File: src/rtl/mcse_gpio_pkg.sv
`default_nettype none
// ============================================================================
// mcse_gpio_pkg : register offsets and packet field positions for the GPIO
//                 packet responder.
// Revision      : 1.0
// ============================================================================
package mcse_gpio_pkg;

  localparam int WRITE_BIT = 0;
  localparam int DMODE_LSB = 1;
  localparam int CTRL_LSB  = 3;
  localparam int ADDR_LSB  = 8;

  localparam logic [1:0] DMODE_32 = 2'b10;

  localparam logic [7:0] OFF_DIR     = 8'h00;
  localparam logic [7:0] OFF_OUT     = 8'h04;
  localparam logic [7:0] OFF_OUTAND  = 8'h08;
  localparam logic [7:0] OFF_OUTORR  = 8'h0C;
  localparam logic [7:0] OFF_OUTXOR  = 8'h10;
  localparam logic [7:0] OFF_IMASK   = 8'h14;
  localparam logic [7:0] OFF_IN      = 8'h18;
  localparam logic [7:0] OFF_ILAT    = 8'h1C;
  localparam logic [7:0] OFF_ILATCLR = 8'h20;

  function automatic int data_lsb(input int aw);
    return aw + ADDR_LSB;
  endfunction

  function automatic int src_lsb(input int aw);
    return 2 * aw + ADDR_LSB;
  endfunction

endpackage
`default_nettype wire

File: src/rtl/mcse_gpio_sync.sv
`default_nettype none
// ============================================================================
// mcse_gpio_sync : N-bit two-flop synchronizer for asynchronous pad inputs.
// Revision       : 1.0
// ============================================================================
module mcse_gpio_sync #(
  parameter int N = 32
) (
  input  logic         clk,
  input  logic         rst,
  input  logic [N-1:0] i_async,
  output logic [N-1:0] o_sync
);

  logic [N-1:0] meta_q;
  logic [N-1:0] sync_q;

  always_ff @(posedge clk or posedge rst) begin
    if (rst) begin
      meta_q <= '0;
      sync_q <= '0;
    end else begin
      meta_q <= i_async;
      sync_q <= meta_q;
    end
  end

  assign o_sync = sync_q;

endmodule
`default_nettype wire

File: src/rtl/mcse_gpio_responder.sv
`default_nettype none
// ============================================================================
// mcse_gpio_responder : packet-driven GPIO register file with synchronized
//                       inputs and rising-edge interrupt latch.
// Revision            : 1.0
// ============================================================================
module mcse_gpio_responder
  import mcse_gpio_pkg::*;
#(
  parameter int             N    = 32,
  parameter int             AW   = 32,
  parameter int             PW   = 2*AW+40,
  parameter logic [AW-9:0]  BASE = '0
) (
  input  logic          clk,
  input  logic          rst,
  input  logic          reg_access,
  input  logic [PW-1:0] reg_packet,
  output logic [N-1:0]  reg_rdata,
  output logic          reg_rvalid,
  output logic          reg_err,
  input  logic [N-1:0]  gpio_in,
  output logic [N-1:0]  gpio_out,
  output logic [N-1:0]  gpio_en,
  output logic [N-1:0]  gpio_ilat,
  output logic          gpio_irq
);

  localparam int DATA_LSB = data_lsb(AW);
  localparam int SRC_LSB  = src_lsb(AW);

  logic          w_write;
  logic [1:0]    w_dmode;
  logic [AW-1:0] w_dstaddr;
  logic [AW-1:0] w_data_full;
  logic [N-1:0]  w_wdata;
  logic [7:0]    w_offset;
  logic          w_mapped;
  logic          w_read_only;
  logic [N-1:0]  w_rd_val;
  logic          w_hit;
  logic          w_wr;
  logic [N-1:0]  w_clr;
  logic [N-1:0]  w_sync;
  logic [N-1:0]  w_rise;
  logic          w_unused;

  logic [N-1:0]  dir_q,   dir_d;
  logic [N-1:0]  out_q,   out_d;
  logic [N-1:0]  imask_q, imask_d;
  logic [N-1:0]  ilat_q,  ilat_d;
  logic [N-1:0]  hist_q,  hist_d;
  logic [N-1:0]  rdata_q, rdata_d;
  logic          rvalid_q, rvalid_d;
  logic          err_q,    err_d;

  mcse_gpio_sync #(.N(N)) u_sync (
    .clk     (clk),
    .rst     (rst),
    .i_async (gpio_in),
    .o_sync  (w_sync)
  );

  assign w_write     = reg_packet[WRITE_BIT];
  assign w_dmode     = reg_packet[DMODE_LSB +: 2];
  assign w_dstaddr   = reg_packet[ADDR_LSB +: AW];
  assign w_data_full = reg_packet[DATA_LSB +: AW];
  assign w_wdata     = w_data_full[N-1:0];
  assign w_offset    = w_dstaddr[7:0];
  assign w_unused    = ^{reg_packet[ADDR_LSB-1:CTRL_LSB], reg_packet[PW-1:SRC_LSB], w_data_full};

  always_comb begin
    w_mapped    = 1'b1;
    w_read_only = 1'b0;
    w_rd_val    = '0;
    unique case (w_offset)
      OFF_DIR:     w_rd_val = dir_q;
      OFF_OUT:     w_rd_val = out_q;
      OFF_OUTAND,
      OFF_OUTORR,
      OFF_OUTXOR,
      OFF_ILATCLR: w_rd_val = '0;
      OFF_IMASK:   w_rd_val = imask_q;
      OFF_IN: begin
        w_rd_val    = w_sync;
        w_read_only = 1'b1;
      end
      OFF_ILAT: begin
        w_rd_val    = ilat_q;
        w_read_only = 1'b1;
      end
      default:     w_mapped = 1'b0;
    endcase
  end

  assign w_hit  = (w_dmode == DMODE_32) && (w_dstaddr[AW-1:8] == BASE) &&
                  w_mapped && !(w_write && w_read_only);
  assign w_wr   = reg_access && w_hit && w_write;
  assign w_rise = w_sync & ~hist_q;

  always_comb begin
    dir_d   = dir_q;
    out_d   = out_q;
    imask_d = imask_q;
    w_clr   = '0;
    if (w_wr) begin
      case (w_offset)
        OFF_DIR:     dir_d   = w_wdata;
        OFF_OUT:     out_d   = w_wdata;
        OFF_OUTAND:  out_d   = out_q & w_wdata;
        OFF_OUTORR:  out_d   = out_q | w_wdata;
        OFF_OUTXOR:  out_d   = out_q ^ w_wdata;
        OFF_IMASK:   imask_d = w_wdata;
        OFF_ILATCLR: w_clr   = w_wdata;
        default:     ;
      endcase
    end
    // A fresh rise is OR-ed in after the clear so it survives a same-cycle clear.
    ilat_d = (ilat_q & ~w_clr) | w_rise;
    hist_d = w_sync;
  end

  always_comb begin
    rvalid_d = reg_access && !w_write;
    err_d    = reg_access && !w_hit;
    rdata_d  = rdata_q;
    if (rvalid_d) begin
      rdata_d = w_hit ? w_rd_val : '0;
    end
  end

  always_ff @(posedge clk or posedge rst) begin
    if (rst) begin
      dir_q   <= '0;
      out_q   <= '0;
      imask_q <= '0;
      ilat_q  <= '0;
      hist_q  <= '0;
    end else begin
      dir_q   <= dir_d;
      out_q   <= out_d;
      imask_q <= imask_d;
      ilat_q  <= ilat_d;
      hist_q  <= hist_d;
    end
  end

  always_ff @(posedge clk or posedge rst) begin
    if (rst) begin
      rdata_q  <= '0;
      rvalid_q <= 1'b0;
      err_q    <= 1'b0;
    end else begin
      rdata_q  <= rdata_d;
      rvalid_q <= rvalid_d;
      err_q    <= err_d;
    end
  end

  assign reg_rdata  = rdata_q;
  assign reg_rvalid = rvalid_q;
  assign reg_err    = err_q;
  assign gpio_out   = out_q;
  assign gpio_en    = dir_q;
  assign gpio_ilat  = ilat_q;
  assign gpio_irq   = |(ilat_q & imask_q);

endmodule
`default_nettype wire

File: config.mk
export PLATFORM = sky130hd
export DESIGN_NAME = mcse_gpio_responder
export DESIGN_NICKNAME = d
export VERILOG_FILES = /design/src/rtl/mcse_gpio_pkg.sv /design/src/rtl/mcse_gpio_sync.sv /design/src/rtl/mcse_gpio_responder.sv
export SDC_FILE = /design/constraint.sdc
export NUM_CORES = 1
export LEC_CHECK = 0
export ABC_AREA = 1
export CAP_MARGIN = 25
export CORE_MARGIN = 2
export CORE_UTILIZATION = 44
export CTS_BUF_LIST = sky130_fd_sc_hd__clkbuf_4 sky130_fd_sc_hd__clkbuf_8
export CTS_CLUSTER_SIZE = 30
export DETAILED_ROUTE_END_ITERATION = 10
export HOLD_SLACK_MARGIN = 0.1
export PLACE_DENSITY_LB_ADDON = 0.2
export RECOVER_POWER = 25
export SYNTH_ARGS = -nofsm -noshare
export SYNTH_HDL_FRONTEND = slang
export SYNTH_SLANG_ARGS = --single-unit
File: constraint.sdc
create_clock -name clk -period 9.98 [get_ports clk]
set_clock_uncertainty 0.1 [all_clocks]
set_input_delay 1.996 -clock clk [delete_from_list [all_inputs] [get_ports clk]]
set_output_delay 1.996 -clock clk [all_outputs]
set_load 0.1 [all_outputs]
# == After elaboration in Yosys (flattened, before gate mapping) ==
# Cells that the tools add are included.
# classes
reduce_logical,20
n_eq_ne,9
n_bitwise,9
muxes,7
# ops
operator,n
case mux 32 bit (5 select lines),1
bitwise AND 32 bit,4
case mux 32 bit (4 select lines),1
2-to-1 mux 32 bit,3
NOT 32 bit,2
OR 32 bit,2
"== test 8 x 5 -> 1 bit, second input constant",4
OR reduction 32 bit,1
XOR 32 bit,1
zero test 24 bit,1
"== test 8 x 4 -> 1 bit, second input constant",2
OR reduction 9 bit,1
"== test 8 x 3 -> 1 bit, second input constant",1
"== test 8 x 6 -> 1 bit, second input constant",1
logical AND 1 bit,8
zero test 8 bit,1
AND reduction 2 bit,3
nonzero test 4 bit,1
zero test 1 bit,3
"== test 2 bit, second input constant",1
2-to-1 mux 1 bit,2
OR reduction 2 bit,1
# totals
wordCells,55
out_inout_bits,131
ff_bits,258
input_bits,139

# == Longest topological paths before layout ==
# Gate-level depths: netlist of run 1.
# logic_depth
word_depth,12
depth_mapped,13
depth_no_buf,11

# == Modules after synthesis ==
# A second synthesis of run 1 with hierarchy kept.
# unflattened
hier_cells,1639
hier_area_um2,13103.8
# by_module_without_submodules
module,area_each_um2,seq_area_each_um2,instances,cells_per_inst
mcse_gpio_responder,11498.5,4854.7,1,1574
mcse_gpio_sync,1605.3,1601.5,1,65

# == Worst setup path before layout of run 1 ==
# OpenSTA, ideal clock, no wires.
# synth_path
path_type,reg-to-output
startpoint,"register ilat_q[3], in the netlist gpio_ilat[3]"
endpoint,output port gpio_irq
t_required_ns,7.884
arrival_ns,2.216
path_slack_ns,5.668
path_stages_with_launch,7
path_buffers,0
cell_sequence,dfrtp_1 -> inv_1 -> o21ai_0 -> a21oi_1 -> nand4_1 -> nor3_1 -> nand4_1
# synth_via
elab_chain_len,2
# synth_rtl
item,line,rtl
"start, declared",mcse_gpio_responder.sv:51,"logic [N-1:0] ilat_q, ilat_d;"
"start signal, assigned",mcse_gpio_responder.sv:143,ilat_q <= ilat_d;
bitwise AND 32 bit,mcse_gpio_responder.sv:166,assign gpio_irq = |(ilat_q & imask_q);
OR reduction 32 bit,mcse_gpio_responder.sv:166,
"end, declared",mcse_gpio_responder.sv:26,output logic gpio_irq
# Every way passes these cells.

# == Worst setup path after layout of run 1 ==
# layout_path
startpoint,input port reg_packet[15]
endpoint,"register out_q[29], in the netlist gpio_out[29]"
# layout_via
elab_chain_len,9
# layout_rtl
item,line,rtl
"start, declared",mcse_gpio_responder.sv:18,"input logic [PW-1:0] reg_packet,"
"parallel branches: the longest is 9 deep, another holds OR reduction 9 bit",n/a,
"end signal, assigned",mcse_gpio_responder.sv:141,out_q <= out_d;
"end, declared",mcse_gpio_responder.sv:49,"logic [N-1:0] out_q, out_d;"
# Parallel ways; which one is timed is not known.
# A chain may end at the register's enable or synchronous reset.

==> flow_summary.yaml, run 1 <==
run_status:
  outcome: "finished, violations left"
  violations: "capacitance limit, slew limit"
yosys:
  synth_seq_cells: 258
  synth_area_leaders: "dfrtp_1 49%, nand2_1 15%, nand4_1 6.9%"
  ys_types: 30
  synth_top_area_cell: "dfrtp_1"
  synthDominantCellAreaShare: 0.492
  synthCells: 1603
  syn_area_um2: 13100
  seq_area_frac_synth: 0.492
  syn_avg_cell_area_um2: 8.19
  ys_warn_count: 0
  syn_nets: 1806
clock_tree:
  clkTransAtPathRegs_ns: 0.06
  cts_tree: "done"
  clk-insertion-delay-late_ns: 0.57
  cts_max_path_buffers: 3
  postCtsSetupRepairBufs: 0
  hold_buffers: 0
  post_cts_resized: 0
  cts_sinks: 258
  cts-htree-levels: 2
  cts_root_buffer: "clkbuf_8"
  cts_buffers: 45
critical_path:
  path_max_fanout: 35
  end_kind: "register"
  worstPathRequired_ns: 10.31
  start_kind: "input port"
  cp_slowest_stage_delay_ns: 0.81
  path_cells: "clkdlybuf4s50_1 > nor2_2 > nand2_1 > inv_2 > nand2_2 > nand2_1 > nor2_1 > nand2_2 > nand4_2 > buf_4 > nand2_1 > nand2_1"
  cp_data_arrival_time_ns: 6.71
  crit_type: "input port to register"
  crit_top_cell: "nand2_1"
  crit_start: "reg_packet[15]"
  critPathSlowestCell: "nand2_2"
  r2r-start: "gpio_out[29]$_DFFE_PP0P_"
cells_and_area:
  nFillCells: 2704
  area_delta_synth_final_pct: 27.1
  instances_no_fill: 2229
  utilization: 0.566
  final_common_cell: "nand2_1"
  drive_gt1_frac: 0.0849
  mostFrequentLayoutCells: "539 x nand2_1, 258 x dfrtp_1, 198 x clkdlybuf4s50_1, 149 x inv_1, 144 x nand4_1"
  fin_nets: 2007
pwr:
  p_leak_nw: 8.16
  cellPowerDensity_nw_per_um2: 136
  vdd_drop_max_mv: 0.105
timing:
  finalHoldViolCount: 0
  fin_crit_sh: 0.639
  drv_slew: 110
  period_needed_ns: 6.38
  setup_viol_count_final: 0
  tns_ns: 0
  tightest_slew_ns: 5.01
  max_slew_margin: -2.36
  rsz0062_at_grt: "no"
  max_clock_freq_mhz: 157
global_route:
  grt_pass1_vias: 11800
  gr-total-overflow: 0
  grt_max_degree: 151
  grt_use_total: 0.287
  antenna_found_initial: 2
  grt_pass1_wl_um: 68200
die:
  core_um2: 29500
  initial_core_util: 0.445
  die_h_um: 177
  rows: 63
  die-area_um2: 31200
  fp.dieW_um: 177
  ios: 270
detailed_routing:
  routed_wl_um: 45100
  viasPerCell: 5.48
  drt.antenna.violating_nets: 0
  wl_per_cell_um: 20.2
  firstDrtPassIters: 5
  num_vias: 12200
  drc_errors: 0
  drtIter0Drc: 1307
place:
  place_hpwl_um: 29200
  placed_cells: 2147
  portBuffers: 232
  place_congestion: 0.921
flow_run:
  max_cap_viol_count: 1
min_path:
  min_from: "u_sync.meta_q[30]$_DFF_PP0_"
  hp-class: "register to register"
## cell families (layout without fill, tap and decap cells)
group,after synthesis,after routing,synth area share
and+or+nand+nor,936,936,0.327
DFF,258,258,0.492
buffers and inverters,253,488,0.0793
AOI/OAI and AO/OA,92,92,0.0409
adders and majority gates,64,64,0.0610
other,0,1,0
## sequential cells by signal, indices dropped and copies added (netlist names)
signal         cells
u_sync.meta_q     32
gpio_out          32
reg_rvalid         1
gpio_ilat         32
hist_q            32
imask_q           32
u_sync.o_sync     32
reg_err            1
reg_rdata         32
gpio_en           32
## through the flow
step	hold WS [ns]	setup slack [ns]	instance area [um^2]	power [mW]
6_report	0.245	3.60	16700	2.27
5_1_grt	0.249	3.36	16700	2.35
4_1_cts	0.248	3.82	16700	2.28
3_3_place_gp	0.232	3.10	15600	1.23
2_1_floorplan	0.231	0.786	13100	1.16
3_5_place_dp	0.235	3.25	15700	1.24
## critical path, delay by kind of cell
kind / cells / cell delay, ns
simple gates: 9 / 3.13
buf+inv: 3 / 1.58
## layout make-up
cell class	instances	area, um^2	share of cell area
Sequential cell	258	6460	0.387
Multi-Input combinational cell	1092	5640	0.338
Timing Repair Buffer	248	2510	0.150
Clock buffer	68	855	0.0513
Inverter	159	599	0.0359
Tap cell	390	488	0.0293
Clock inverter	13	125	0.00750
Antenna cell	1	2.50	0.000150
## synthesized netlist by cell type (all sizes together)
| master | instances |
|---|---|
| nand2 | 546 |
| dfrtp | 258 |
| inv | 159 |
| nand4 | 147 |
| nor2 | 90 |
| nand3 | 89 |
| ha | 64 |
| buf | 52 |
| o21ai | 52 |
| clkbuf | 42 |
| nand3b | 32 |
| or2 | 27 |
| o211ai | 22 |
| o22ai | 11 |
| a21oi | 5 |
| nor3 | 3 |
| and2 | 2 |
| o2111ai | 1 |
| o221ai | 1 |
## worst paths after layout
kind                                                     to  slack [ns]  cells after the start
worst min register to register  u_sync.o_sync[30]$_DFF_PP0_        0.24                      0
min in group asynchronous       u_sync.meta_q[30]$_DFF_PP0_        3.31                      2
max in group asynchronous       u_sync.meta_q[15]$_DFF_PP0_        4.19                      2
worst min-delay path            u_sync.o_sync[30]$_DFF_PP0_        0.24                      0
worst max-delay path               gpio_out[29]$_DFFE_PP0P_        3.60                     12
worst max register to register     gpio_out[29]$_DFFE_PP0P_        8.51                      8
## power breakdown
group          internal (mW)  switching, mW  leakage [nW]  total, mW
combinational         0.0542         0.0869          4.42      0.141
sequential              1.07        0.00760          3.21       1.07
clock                  0.602          0.453         0.529       1.06
total                   1.72          0.548          8.16       2.27
## metal layers
metal	share of wire	global-route usage	wire, um
met4	0.045	0.132	2020
met1	0.40	0.381	18100
met5	0.00029	0	13
met2	0.46	0.454	20700
met3	0.094	0.0593	4220
(Power assumes the default switching activity.)
==> inputs of run 2 (changes only) <==
- clock period: 9.98 -> 6.1 ns (I/O delays scaled with it)
==> flow_summary.yaml, run 2 (synthesis results as in run 1) <==
timing:
  rsz0062_at_grt: "no"
  drv_slew: 48
  period_needed_ns: 4.41
  max_slew_margin: -0.601
  finalHoldViolCount: 0
  setup_ws_ns: 1.69
  max_clock_freq_mhz: 227
  setup_viol_count_final: 0
  tns_ns: 0
  tightest_slew_ns: 2.40
  fin_crit_sh: 0.723
critical_path:
  crit_buf_inv: 1
  r2r-start: "gpio_out[29]$_DFFE_PP0P_"
  critical_path.top_delay_family: "buffers and inverters"
  critPathSlowestCell: "clkdlybuf4s50_1"
  start_kind: "register"
  crit_start: "gpio_ilat[2]$_DFF_PP0_"
  crit_top_cell: "nand4_1"
  worstPathRequired_ns: 4.78
  end_kind: "output pin"
  path_max_fanout: 4
  cp_slowest_stage_delay_ns: 1.02
  crit_type: "register to output pin"
  path_cells: "nand2_1 > o21ai_0 > a21oi_1 > nand4_1 > nor3_1 > nand4_1 > clkdlybuf4s50_1"
  cp_data_arrival_time_ns: 3.09
global_route:
  grt_max_degree: 129
  antenna_found_initial: 2
  grt_use_total: 0.290
  gr-total-overflow: 0
  grt_pass1_vias: 12100
  grt_pass1_wl_um: 68900
flow_run:
  max_cap_viol_count: 2
cells_and_area:
  instances_no_fill: 2244
  fin_nets: 2018
  mostFrequentLayoutCells: "539 x nand2_1, 258 x dfrtp_1, 198 x clkdlybuf4s50_1, 149 x inv_1, 144 x nand4_1"
  post-route-cell-area_um2: 16800
  nFillCells: 2672
  final_common_cell: "nand2_1"
  area_delta_synth_final_pct: 28.3
  drive_gt1_frac: 0.0913
die:
  fp.dieW_um: 177
  die_h_um: 177
  core_um2: 29500
  rows: 63
  ios: 270
  initial_core_util: 0.445
  die-area_um2: 31200
clock_tree:
  cts_tree: "done"
  cts_buffers: 45
  hold_buffers: 0
  cts-htree-levels: 2
  postCtsSetupRepairBufs: 0
  cts_max_path_buffers: 3
  clk-insertion-delay-late_ns: 0.57
  clkTransAtPathRegs_ns: 0.06
  cts_sinks: 258
  post_cts_resized: 0
  cts_root_buffer: "clkbuf_8"
place:
  place_ws_ns: 1.45
  placed_cells: 2158
  portBuffers: 232
  place_congestion: 0.930
  place_hpwl_um: 30100
  placed_area_um2: 15700
detailed_routing:
  wl_per_cell_um: 20.0
  num_vias: 12300
  drt.antenna.violating_nets: 0
  firstDrtPassIters: 5
  drc_errors: 0
  drtIter0Drc: 1096
  routed_wl_um: 45000
  viasPerCell: 5.48
min_path:
  hp-class: "register to register"
  min_from: "u_sync.meta_q[0]$_DFF_PP0_"
pwr:
  cellPowerDensity_nw_per_um2: 229
  vdd_drop_max_mv: 0.158
  p_leak_nw: 8.24
  p_total_mw: 3.85
run_status:
  outcome: "finished, violations left"
  violations: "capacitance limit, slew limit"
-- run 2: cell types whose count changed in the layout (fill, tap and decap cells not counted), sizes merged --
cell / delta
buf: +10
clkbuf: +6
clkinv: -4
bufinv: +1
clkinvlp: +1
diode: +1
-- run 2: area by class of cell --
class | instances | area, um^2 | area share
sequential | 258 | 6460 | 0.384
multi-input combinational | 1092 | 5640 | 0.335
timing repair buffer | 259 | 2560 | 0.152
clock buffer | 73 | 942 | 0.0560
inverter | 159 | 599 | 0.0356
tap | 390 | 488 | 0.0290
clock inverter | 11 | 143 | 0.00847
antenna | 2 | 5.00 | 0.000297
-- run 2: path summary, 6_finish.rpt --
path | endpoint | slack [ns] | depth (start not counted)
min reg2reg | u_sync.o_sync[0]$_DFF_PP0_ | 0.24 | 0
min | u_sync.o_sync[0]$_DFF_PP0_ | 0.24 | 0
max in group asynchronous | u_sync.o_sync[17]$_DFF_PP0_ | 1.71 | 3
min in group asynchronous | gpio_ilat[24]$_DFF_PP0_ | 1.36 | 2
max | gpio_irq | 1.69 | 7
max reg2reg | gpio_out[29]$_DFFE_PP0P_ | 4.59 | 8
-- run 2: stage by stage --
step | hold WS, ns | utilization
final | 0.239 | 0.571
after global routing | 0.245 | 0.571
after CTS | 0.240 | 0.571
after detailed placement | 0.235 | 0.534
after global placement | 0.232 | 0.534
after floorplan | 0.231 | -
-- run 2: power breakdown --
group	switching [mW]	total [mW]	internal [mW]
Sequential	0.0130	1.76	1.74
Combinational	0.142	0.232	0.0897
Clock	0.745	1.86	1.11
Total	0.900	3.85	2.95
-- run 2: per-layer routing --
metal  routed length [um]  track usage  vias up
met4                 2200        0.141        0
met1                18200        0.380     5954
li1                     -            -     5629
met2                20700        0.461      594
met3                 3870       0.0580      112
met5                    0            0        -
==> inputs of run 3 (changes only) <==
- clock period: 6.1 -> 4.04 ns (I/O delays scaled with it)
==> flow_summary.yaml, run 3 (synthesis results as in run 1) <==
pwr:
  p_leak_nw: 8.25
  internal_power_mw: 4.22
  power_switching_share: 0.238
  cellPowerDensity_nw_per_um2: 329
  power_frac_clock: 0.456
  p_total_mw: 5.54
  vdd_drop_max_mv: 0.217
  p_switching_mw: 1.31
  p_seq_frac: 0.479
  p_comb_frac: 0.064
critical_path:
  crit_buf_inv: 3
  critPathSlowestCell: "inv_2"
  crit_type: "input port to register"
  reg2regPathDepth: 6
  ff2ff_setup_slack_ns: 2.53
  start_kind: "input port"
  path_cells: "clkdlybuf4s50_1 > nor2_2 > nand2_1 > inv_2 > nand2_2 > nand2_1 > nor2_1 > nor2_1 > nand2_2 > inv_2 > o21ai_1 > nand2_1"
  cp_data_arrival_time_ns: 3.65
  crit_start: "reg_packet[15]"
  cp_slowest_stage_delay_ns: 0.51
  worstPathRequired_ns: 4.44
  r2r-start: "gpio_out[10]$_DFFE_PP0P_"
  crit_top_cell: "nand2_1"
  critical_path.top_delay_family: "simple AND/OR/NAND/NOR gates"
  endpoint: "reg_rdata[20]$_DFFE_PP0P_"
  end_kind: "register"
  path_max_fanout: 23
  worst-path-stages: 12
  reg2reg_to: "reg_rdata[10]$_DFFE_PP0P_"
detailed_routing:
  wl_per_cell_um: 19.9
  viasPerCell: 5.43
  routed_wl_um: 44700
  firstDrtPassIters: 5
  drt.antenna.violating_nets: 0
  drtIter0Drc: 1280
  num_vias: 12200
  drc_errors: 0
place:
  placed_area_um2: 15900
  place_congestion: 0.945
  placed_cells: 2168
  place_hpwl_um: 30700
  portBuffers: 232
timing:
  drv_slew: 0
  tightest_slew_ns: 1.31
  setup_viol_count_final: 0
  fin_crit_sh: 0.803
  rsz0062_at_grt: "no"
  max_slew_margin: 0.119
  max_clock_freq_mhz: 308
  period_needed_ns: 3.24
  finalHoldViolCount: 0
min_path:
  hp-class: "register to register"
  holdPathStages: 0
die:
  die-area_um2: 31200
  ios: 270
  core_um2: 29500
  initial_core_util: 0.445
  die_h_um: 177
  fp.dieW_um: 177
  rows: 63
clock_tree:
  cts_buffers: 45
  postCtsSetupRepairBufs: 0
  clkTransAtPathRegs_ns: 0.06
  cts_sinks: 258
  cts-htree-levels: 2
  hold_buffers: 0
  cts_tree: "done"
  clk-insertion-delay-late_ns: 0.57
  cts_max_path_buffers: 3
  cts_root_buffer: "clkbuf_8"
  post_cts_resized: 0
cells_and_area:
  fin_nets: 2028
  area_delta_synth_final_pct: 28.4
  mostFrequentLayoutCells: "539 x nand2_1, 258 x dfrtp_1, 197 x clkdlybuf4s50_1, 149 x inv_1, 144 x nand4_1"
  post-route-cell-area_um2: 16800
  instances_no_fill: 2248
  multi_input_area_um2: 5640
  nFillCells: 2688
  regArea_um2: 6460
  drive_gt1_frac: 0.0948
  final_common_cell: "nand2_1"
global_route:
  grt_use_total: 0.286
  grt_max_degree: 81
  grt_pass1_wl_um: 68200
  antenna_found_initial: 1
  gr-total-overflow: 0
  grt_pass1_vias: 11900
flow_run:
  max_cap_viol_count: 0
run_status:
  outcome: "complete, no violations"
[run 3: changes by cell type in the layout (fill, tap and decap cells not counted), moves of 3 or more]
cell,before,now
clkinv_2,6,3
buf_12,3,8
clkbuf_8,63,60
buf_4,23,29
clkbuf_4,10,13
bufinv_16,3,0
[run 3: worst min-delay path by stage]
stage	start	to	slack, ns
2_1_floorplan	u_sync.meta_q[0]$_DFF_PP0_	u_sync.o_sync[0]$_DFF_PP0_	0.23
4_1_cts	u_sync.meta_q[12]$_DFF_PP0_	u_sync.o_sync[12]$_DFF_PP0_	0.25
3_3_place_gp	u_sync.meta_q[25]$_DFF_PP0_	u_sync.o_sync[25]$_DFF_PP0_	0.23
6_report	u_sync.meta_q[24]$_DFF_PP0_	u_sync.o_sync[24]$_DFF_PP0_	0.25
5_1_grt	u_sync.meta_q[21]$_DFF_PP0_	u_sync.o_sync[21]$_DFF_PP0_	0.25
3_5_place_dp	u_sync.meta_q[21]$_DFF_PP0_	u_sync.o_sync[21]$_DFF_PP0_	0.23
[run 3: worst reg2reg max path, delay by kind of cell (launching register included)]
kind                   cells  cell delay [ns]
AOI/OAI and AO/OA          2             0.52
DFF                        1             0.41
and+or+nand+nor            3             0.27
buffers and inverters      1             0.08
[run 3: per-layer routing]
metal	track usage	part of all wire	vias to the layer above	wire [um]
met5	0	0	-	0
met4	0.145	0.051	0	2280
met3	0.0528	0.080	123	3570
met2	0.458	0.46	551	20600
met1	0.372	0.41	5877	18200
li1	-	-	5648	-
[run 3: stage by stage]
stage | TNS (ns) | setup slack, ns | utilization | hold slack, ns
floorplan | -69.04 | -0.268 | - | 0.231
global placement | 0 | 0.271 | 0.539 | 0.232
detailed placement | 0 | 0.247 | 0.539 | 0.235
CTS | 0 | 0.776 | 0.572 | 0.248
global route | 0 | 0.652 | 0.571 | 0.253
finish | 0 | 0.796 | 0.572 | 0.246
[run 3: area by class of cell]
class | instances | area share
Antenna cell | 1 | 0.000149
Clock buffer | 73 | 0.0548
Clock inverter | 6 | 0.00260
Inverter | 159 | 0.0356
Multi-Input combinational cell | 1092 | 0.335
Sequential cell | 258 | 0.383
Tap cell | 390 | 0.0290
Timing Repair Buffer | 269 | 0.160
[run 3: power groups by stage]
stage	logic (mW)	clock network [mW]	registers, mW
final	0.355	2.53	2.65
after global placement	0.357	0	2.70
after CTS	0.365	2.57	2.65
after detailed placement	0.363	0	2.70
after global routing	0.390	2.70	2.66
after floorplan	0.161	0	2.70
